--- src/rtl/intctl_pkg.sv ---
`default_nettype none
// +----------------------------------------------------------------------+
// | Module : intctl_pkg                                                  |
// | Brief  : Shared types and default constants for the interrupt        |
// |          sequencer.                                                  |
// | Rev    : 1.0  initial release                                        |
// +----------------------------------------------------------------------+
package intctl_pkg;

    // Sequencer states; explicit width keeps encodings stable across tools
    typedef enum logic [1:0] {
        IDLE   = 2'd0,
        ENTER  = 2'd1,
        ACTIVE = 2'd2
    } intctl_state_t;

    localparam logic [15:0] INTCTL_VECBASE_DEFAULT = 16'hFF00;
    localparam int unsigned INTCTL_VSTRIDE_DEFAULT = 16;

endpackage
`default_nettype wire

--- src/rtl/intctl_prienc.sv ---
`default_nettype none
// +----------------------------------------------------------------------+
// | Module : prienc                                                      |
// | Brief  : Lowest-index-wins priority encoder, purely combinational.   |
// | Rev    : 1.0  initial release                                        |
// +----------------------------------------------------------------------+
module prienc #(
    parameter int W  = 4,
    parameter int IW = (W > 1) ? $clog2(W) : 1
) (
    input  logic [W-1:0]  req,
    output logic          valid,
    output logic [IW-1:0] index
);

    // Scan from the top down so the lowest set bit is the last writer
    always_comb begin
        valid = |req;
        index = '0;
        for (int i = W - 1; i >= 0; i--) begin
            if (req[i]) begin
                index = IW'(i);
            end
        end
    end

endmodule
`default_nettype wire

--- src/rtl/intctl.sv ---
`default_nettype none
// +----------------------------------------------------------------------+
// | Module : intctl                                                      |
// | Brief  : Interrupt sequencer. Samples requests at instruction        |
// |          boundaries, captures the return address, redirects fetch    |
// |          to the handler vector and switches the DX/DY pair.          |
// | Rev    : 1.0  initial release                                        |
// +----------------------------------------------------------------------+
module intctl
    import intctl_pkg::*;
#(
    parameter int          IRQW    = 4,
    parameter logic [15:0] VECBASE = INTCTL_VECBASE_DEFAULT,
    parameter int unsigned VSTRIDE = INTCTL_VSTRIDE_DEFAULT,
    parameter int          CW      = (IRQW > 1) ? $clog2(IRQW) : 1
) (
    input  logic            clk,
    input  logic            rst,
    input  logic [IRQW-1:0] irq,
    input  logic            boundary,
    input  logic [15:0]     pc_next,
    input  logic            ei,
    input  logic            di,
    input  logic            rti,
    output logic            ienabled,
    output logic            istatus,
    output logic [15:0]     intRA,
    output logic            take,
    output logic            hold,
    output logic [15:0]     vector,
    output logic [CW-1:0]   cause
);

    localparam logic [15:0] c_STRIDE16 = 16'(VSTRIDE);

    intctl_state_t  state_q;
    logic           ienabled_q;
    logic           ienabled_d;
    logic           istatus_q;
    logic [15:0]    intra_q;
    logic [CW-1:0]  cause_q;
    logic           take_q;
    logic           hold_q;

    logic           w_req_valid;
    logic [CW-1:0]  w_req_index;
    logic           w_enter;

    prienc #(
        .W  (IRQW),
        .IW (CW)
    ) u_prienc (
        .req   (irq),
        .valid (w_req_valid),
        .index (w_req_index)
    );

    // Enable update is state-independent; disable wins over enable
    always_comb begin
        ienabled_d = ienabled_q;
        if (boundary && di) begin
            ienabled_d = 1'b0;
        end else if (boundary && ei) begin
            ienabled_d = 1'b1;
        end
    end

    // Entry uses the registered enable, so a retiring ei only takes effect
    // at the following boundary; a retiring di blocks entry immediately
    assign w_enter = boundary && ienabled_q && w_req_valid && !di;

    // Sequencer FSM with all outputs registered
    always_ff @(posedge clk) begin
        if (rst) begin
            state_q    <= IDLE;
            ienabled_q <= 1'b0;
            istatus_q  <= 1'b0;
            intra_q    <= 16'h0000;
            cause_q    <= '0;
            take_q     <= 1'b0;
            hold_q     <= 1'b0;
        end else begin
            ienabled_q <= ienabled_d;
            take_q     <= 1'b0;
            hold_q     <= 1'b0;
            case (state_q)
                IDLE: begin
                    istatus_q <= 1'b0;
                    if (w_enter) begin
                        state_q <= ENTER;
                        intra_q <= pc_next;
                        cause_q <= w_req_index;
                        take_q  <= 1'b1;
                        hold_q  <= 1'b1;
                    end
                end
                // Register file copies intRA into the alternate pair this
                // cycle; raising istatus on the way out freezes that copy
                ENTER: begin
                    state_q   <= ACTIVE;
                    istatus_q <= 1'b1;
                end
                // No nesting: requests are not looked at while a handler runs
                ACTIVE: begin
                    if (boundary && rti) begin
                        state_q   <= IDLE;
                        istatus_q <= 1'b0;
                    end
                end
                default: begin
                    state_q   <= IDLE;
                    istatus_q <= 1'b0;
                end
            endcase
        end
    end

    assign ienabled = ienabled_q;
    assign istatus  = istatus_q;
    assign intRA    = intra_q;
    assign cause    = cause_q;
    assign take     = take_q;
    assign hold     = hold_q;

    // Handler address wraps modulo 2^16
    assign vector   = VECBASE + (16'(cause_q) * c_STRIDE16);

endmodule
`default_nettype wire

--- config.mk ---
export PLATFORM = sky130hd
export DESIGN_NAME = intctl
export DESIGN_NICKNAME = d
export VERILOG_FILES = /design/src/rtl/intctl_pkg.sv /design/src/rtl/intctl_prienc.sv /design/src/rtl/intctl.sv
export SDC_FILE = /design/constraint.sdc
export NUM_CORES = 1
export LEC_CHECK = 0
export ABC_AREA = 0
export BUFFER_PORTS_ARGS = -buffer_cell sky130_fd_sc_hd__buf_2
export CAP_MARGIN = 20
export CORE_MARGIN = 4
export CORE_UTILIZATION = 44
export CTS_CLUSTER_DIAMETER = 100
export DETAILED_ROUTE_END_ITERATION = 8
export PLACE_DENSITY_LB_ADDON = 0.25
export SETUP_SLACK_MARGIN = 0.3
export SYNTH_ARGS = -nofsm -noshare
export SYNTH_HDL_FRONTEND = slang
export SYNTH_SLANG_ARGS = --single-unit
--- constraint.sdc ---
create_clock -name clk -period 2.12 [get_ports clk]
set_clock_uncertainty 0.05 [all_clocks]
set_input_delay 0.424 -clock clk [delete_from_list [all_inputs] [get_ports clk]]
set_output_delay 0.424 -clock clk [all_outputs]
set_load 0.005 [all_outputs]
Word-level counts from Yosys, hierarchy flattened
Index checks and enable logic that the tools add are counted.

$add $sub $neg: 1. Multiply operators: 0. Divide/modulo/power cells: 0. Magnitude comparators: 0. Equality and inequality tests: 4. Shifts and indexed selects: 0. Multiplexer cells: 10. Bitwise operators: 1. Reduce and logical (&&, ||, !) cells: 13.

Operators by type and width (count): $mux W2 (6); $add A9 B7 Y10 const A (1); $logic_and A1 B1 Y1 (6); $pmux W2 S3 (1); $ne A2 B2 Y1 const B (2); $reduce_and A2 Y1 (2); $reduce_or A2 Y1 (2); $reduce_or A4 Y1 (1); $eq A2 B1 Y1 const B (1); $eq A2 B2 Y1 const B (1); $logic_not A2 Y1 (1); $mux W1 (2); $pmux W1 S2 (1); $logic_not A1 Y1 (1); $not A1 Y1 (1).

Register bits after elaboration: 23. Bits in latches: 0. RAM bits: 0. Bits in read-only memories: 0. Bits of input ports: 26. Output and inout bits: 38. Word-level logic and storage cells: 35. Memories kept: 0.

Depth between registers and ports, before layout
Depth after elaboration: 5. Mapped depth: 5. Gate-level depth less buffers: 3.

Modules after synthesis
Synthesis repeated with hierarchy kept, for this count alone.

Cells, all modules: 122. Area total of the unflattened synthesis: 1159.9 um^2.

By module, submodules not included: intctl (times used 1, cells an instance 115, area each 1124.8 um^2, seq. area each 460.4 um^2); prienc (times used 1, cells an instance 7, area each 35.0 um^2, seq. area each 0.0 um^2).

Worst setup path after synthesis
OpenSTA, ideal clock, no wires.

Kind: input -> register. Start: input di. End: register intra_q[6], in the netlist intRA[6]. Library setup time: 0.132 ns. Arrival: 1.459 ns. Required time: 1.938 ns. Slack: 0.479 ns. Stages: 5. Buffers on the path: 2. Cells stage by stage: or4b_1 -> buf_6 -> buf_12 -> o31ai_2 -> a21oi_1.

Longest elaborated chain between the ends: 3.

RTL lines: from (decl) (RTL line intctl.sv:23) `input logic di,`; $logic_not A1 Y1 (RTL line intctl.sv:70) `assign w_enter = boundary && ienabled_q && w_req_valid && !di;`; $logic_and A1 B1 Y1 (RTL line intctl.sv:70); $reduce_and A2 Y1 (no line); to (signal assigned) (RTL line intctl.sv:91) `intra_q <= pc_next;`; to (decl) (RTL line intctl.sv:40) `logic [15:0] intra_q;`.

No other way between the ends. A chain may end at the register's enable or synchronous reset.

Worst setup path after layout
Start: register state_q[1]. End: register intra_q[0], in the netlist intRA[0].

Longest elaborated chain between the ends: 2.

RTL lines: from (decl) (RTL line intctl.sv:36) `intctl_state_t state_q;`; from (signal assigned) (RTL line intctl.sv:75) `state_q <= IDLE;`; from (signal assigned) (RTL line intctl.sv:90) `state_q <= ENTER;`; from (signal assigned) (RTL line intctl.sv:100) `state_q <= ACTIVE;`; $logic_not A2 Y1 (RTL line intctl.sv:86) `case (state_q)`; $reduce_and A2 Y1 (no line).

No other way between the ends.

==> impl_summary.md <==
Synth
After synthesis the cells add up to 1190 µm². The number of cells produced by synthesis is 128. Dividing the synthesized area by the synthesized cell count gives 9.32 µm². The total number of yosys warnings is 0. The number of different library cells used by synthesis comes to 29. For this run, asynchronously set or reset flops after synthesis account for 0.

In this run, synthesis produced a sequential element count of 23. The most used flip-flop cell after synthesis is dfxtp_1. The sequential-to-total area share from yosys stat is 0.386. In this run, synthesis inferred 0 flip-flops with an integrated enable.

Power
The static leakage is 0.000606 µW. The peak supply drop is 0.382 mV. The total design power is 753 µW. The fraction of power spent switching nets is 0.272. Of the total power, combinational logic draws 0.140. Of the total power, registers draw 0.588. The net switching power figure is 205 µW. The areal power density over the cells is 542 nW/µm². The internal cell power is 548 µW.

Of the total power, the clock network draws 0.272.

Clocking
The post-cts resize count is 0. Counting the buffers created by CTS gives 3. Clock tree synthesis found a total of 23 sinks. In this run the post-CTS setup repair buffer count came out at 0. The total number of H-tree levels is 1. The clock tree from TritonCTS is built. The tree is rooted in a clkbuf_4.

The count of hold-fix buffers inserted at cts is 0. The maximum buffer depth of the clock tree is 2. The clock reaches the later pin of the worst-skew pair after 300 ps. The CTS clock-pin slew for the worst setup and hold paths is 120 ps.

Timing
The worst path setup slack after routing is 484 ps. After routing, the total negative slack on setup checks comes to 0 ps. Setup violations remaining at the end of the flow were counted as 0. Setup repair after global routing left no endpoint under its margin.

For the finished layout, the period the worst path requires is 1640 ps. For the pin with the worst max-slew slack, the measured transition is 619 ps. Of the available clock period, the critical path in the final layout requires 0.772. The post-route worst hold slack is 293 ps. The final max-slew violation count is 0. The final number of hold-violating endpoints is 0.

The relative slew slack is 0.585. The achievable clock frequency is 0.611 GHz.

Finish
0 antenna diodes ended up in the layout. The library cells used most frequently in the layout, excluding fill and tap cells, are buf_2 (49), dfxtp_1 (23), a21oi_1 (18). Of the cells placed in the final design, the portion with a size suffix greater than 1 is 0.412. The final instance count without filler cells is 200. In the final design database the tool counted 197 nets. The library cell used most frequently in the layout, excluding fill and tap cells, is buf_2.

The footprint of the flip-flops and latches is 460 µm². The area of combinational cells with multiple inputs is 578 µm². The number of filler cells placed in the layout is 231.

The post-synthesis to final-layout area growth is 16.6%.

Critical path
Data arrives at the worst endpoint at 1770 ps. Of all nets on the critical path, the largest fanout is 17. On the critical path the largest part of the delay comes from simple AND/OR/NAND/NOR gates. The setup slack on the worst flop-to-flop path is 480 ps. The critical path in this run is classified as reg -> reg.

The startpoint of the most critical register-to-register path is state_q[1]. The worst register-to-register path has a depth of 4. The cell at the slowest stage of the critical path is or4b_1.

In this run the critical register-to-register path is captured at intRA[0]. The delay contributed by the slowest stage of the critical path is 520 ps. The critical path goes through or4b_1 > buf_4 > o31ai_1 > a21oi_1.

The critical path launch point is state_q[1]. The buffer and inverter count on the worst path is 1. The required time at the endpoint of the critical path is 2260 ps.

STA classifies the critical path startpoint as a flop. The category of the worst setup path capture point is a flop.

Die
The die outline height is 60.1 µm. The horizontal die dimension is 60.1 µm. The count of standard-cell rows is 18. The effective utilization at floorplan is 0.473.

The top-level I/O count is 64. The core region area is 2520 µm². The die covers 3610 µm².

Drt
The routed wire length is 2790 µm. The count of routing violations after the opening detailed-route iteration is 42. In the final routed layout, each cell accounts on average for 14.0 µm. The detailed-routing iteration count for the pre-antenna-repair pass is 4.

The total via count after detailed routing is 1071. Once detail routing completed, the nets flagged for antenna violations numbered 0. After detailed routing, the number of remaining DRC violations is 0. Dividing the detail-routed via count by the number of cells gives 5.36.

Hold path
The worst hold path begins at boundary. The path with the worst hold slack has its endpoint at ienabled. The class of the worst hold path is in -> reg. The number of instances on the worst hold path is 2.

Placement
Detailed placement finished with a half-perimeter wire length of 2020 µm. Routability-driven placement finished with a final weighted congestion of 0.759. Including well taps, the total number of placed cells is 196. In this run the tool buffered the top-level ports with 49 buffer cells. Prior to clock tree synthesis, the placed netlist has a worst setup slack of 294 ps.

Global routing
The first global-routing pass estimated 4510 µm of wire. The combined global-route utilization of all metal layers is 0.164. The initial antenna violation count came to 0. The number of global-route vias before repair came to 1001. The total overflow left after global routing is 0. The maximum number of pins on one net before global-route repair is 25.

Job
The number of max-capacitance violations reported is 0.

Outcome
The run finished with clean final reports.
## metrics by stage
step,utilization,area (µm²)
after floorplan,-,1240
after global placement,0.540,1360
after detailed placement,0.540,1360
after CTS,0.551,1390
after global routing,0.551,1390
final,0.551,1390
## power groups by stage
stage               sequential (µW)  combinational [µW]  clock, µW
finish                          443                 105        205
global route                    444                 115        235
detailed placement              453                 104          0
floorplan                       453                79.4          0
CTS                             443                 104        212
global placement                452                 103          0
## routing by layer
metal,global-route usage,share of wire,routed length [µm],vias up
li1,-,-,-,526
met5,0,0,0,-
met1,0.210,0.42,1170,506
met3,0.0259,0.071,199,2
met4,0.0665,0.0097,27,0
met2,0.272,0.50,1400,37
## area by class of cell
cell class / count / area share
clock inverter: 1 / 0.00360
sequential: 23 / 0.331
clock buffer: 3 / 0.0162
tap: 30 / 0.0270
timing repair buffer: 54 / 0.203
multi-input combinational: 88 / 0.416
inverter: 1 / 0.00270
## cells by family (layout without fill, tap and decap cells)
kind of cell / after synthesis / after routing / synth area share
other: 2 / 14 / 0.00630
buffers and inverters: 29 / 59 / 0.167
AO/OA/AOI/OAI: 37 / 37 / 0.230
flip-flops: 23 / 23 / 0.386
multiplexers: 1 / 1 / 0.00839
AND/OR/NAND/NOR: 36 / 36 / 0.203
## registers in the layout (all words and copies together), names as in the netlist
register,count
istatus,1
intRA,16
ienabled,1
cause,2
hold,1
state_q,2
## worst max path at each step
stage	endpoint	slack, ps	cells past startpoint
floorplan	intRA[6]	480	5
global placement	intRA[5]	330	5
detailed placement	intRA[5]	290	5
CTS	intRA[0]	480	4
global route	intRA[4]	380	4
finish	intRA[0]	480	4
## synth_stat cells (2+ instances only)
| library cell | count | share of area |
|---|---|---|
| o31ai_1 | 7 | 0.044 |
| nor2_1 | 6 | 0.019 |
| buf_2 | 2 | 0.0084 |
| clkbuf_1 | 6 | 0.019 |
| nor3_1 | 3 | 0.013 |
| conb_1 | 2 | 0.0063 |
| o31ai_2 | 9 | 0.094 |
| nor2b_1 | 2 | 0.010 |
| buf_4 | 17 | 0.11 |
| nand4_1 | 16 | 0.084 |
| a21oi_1 | 18 | 0.076 |
| dfxtp_1 | 23 | 0.39 |
(Power assumes the default switching activity.)
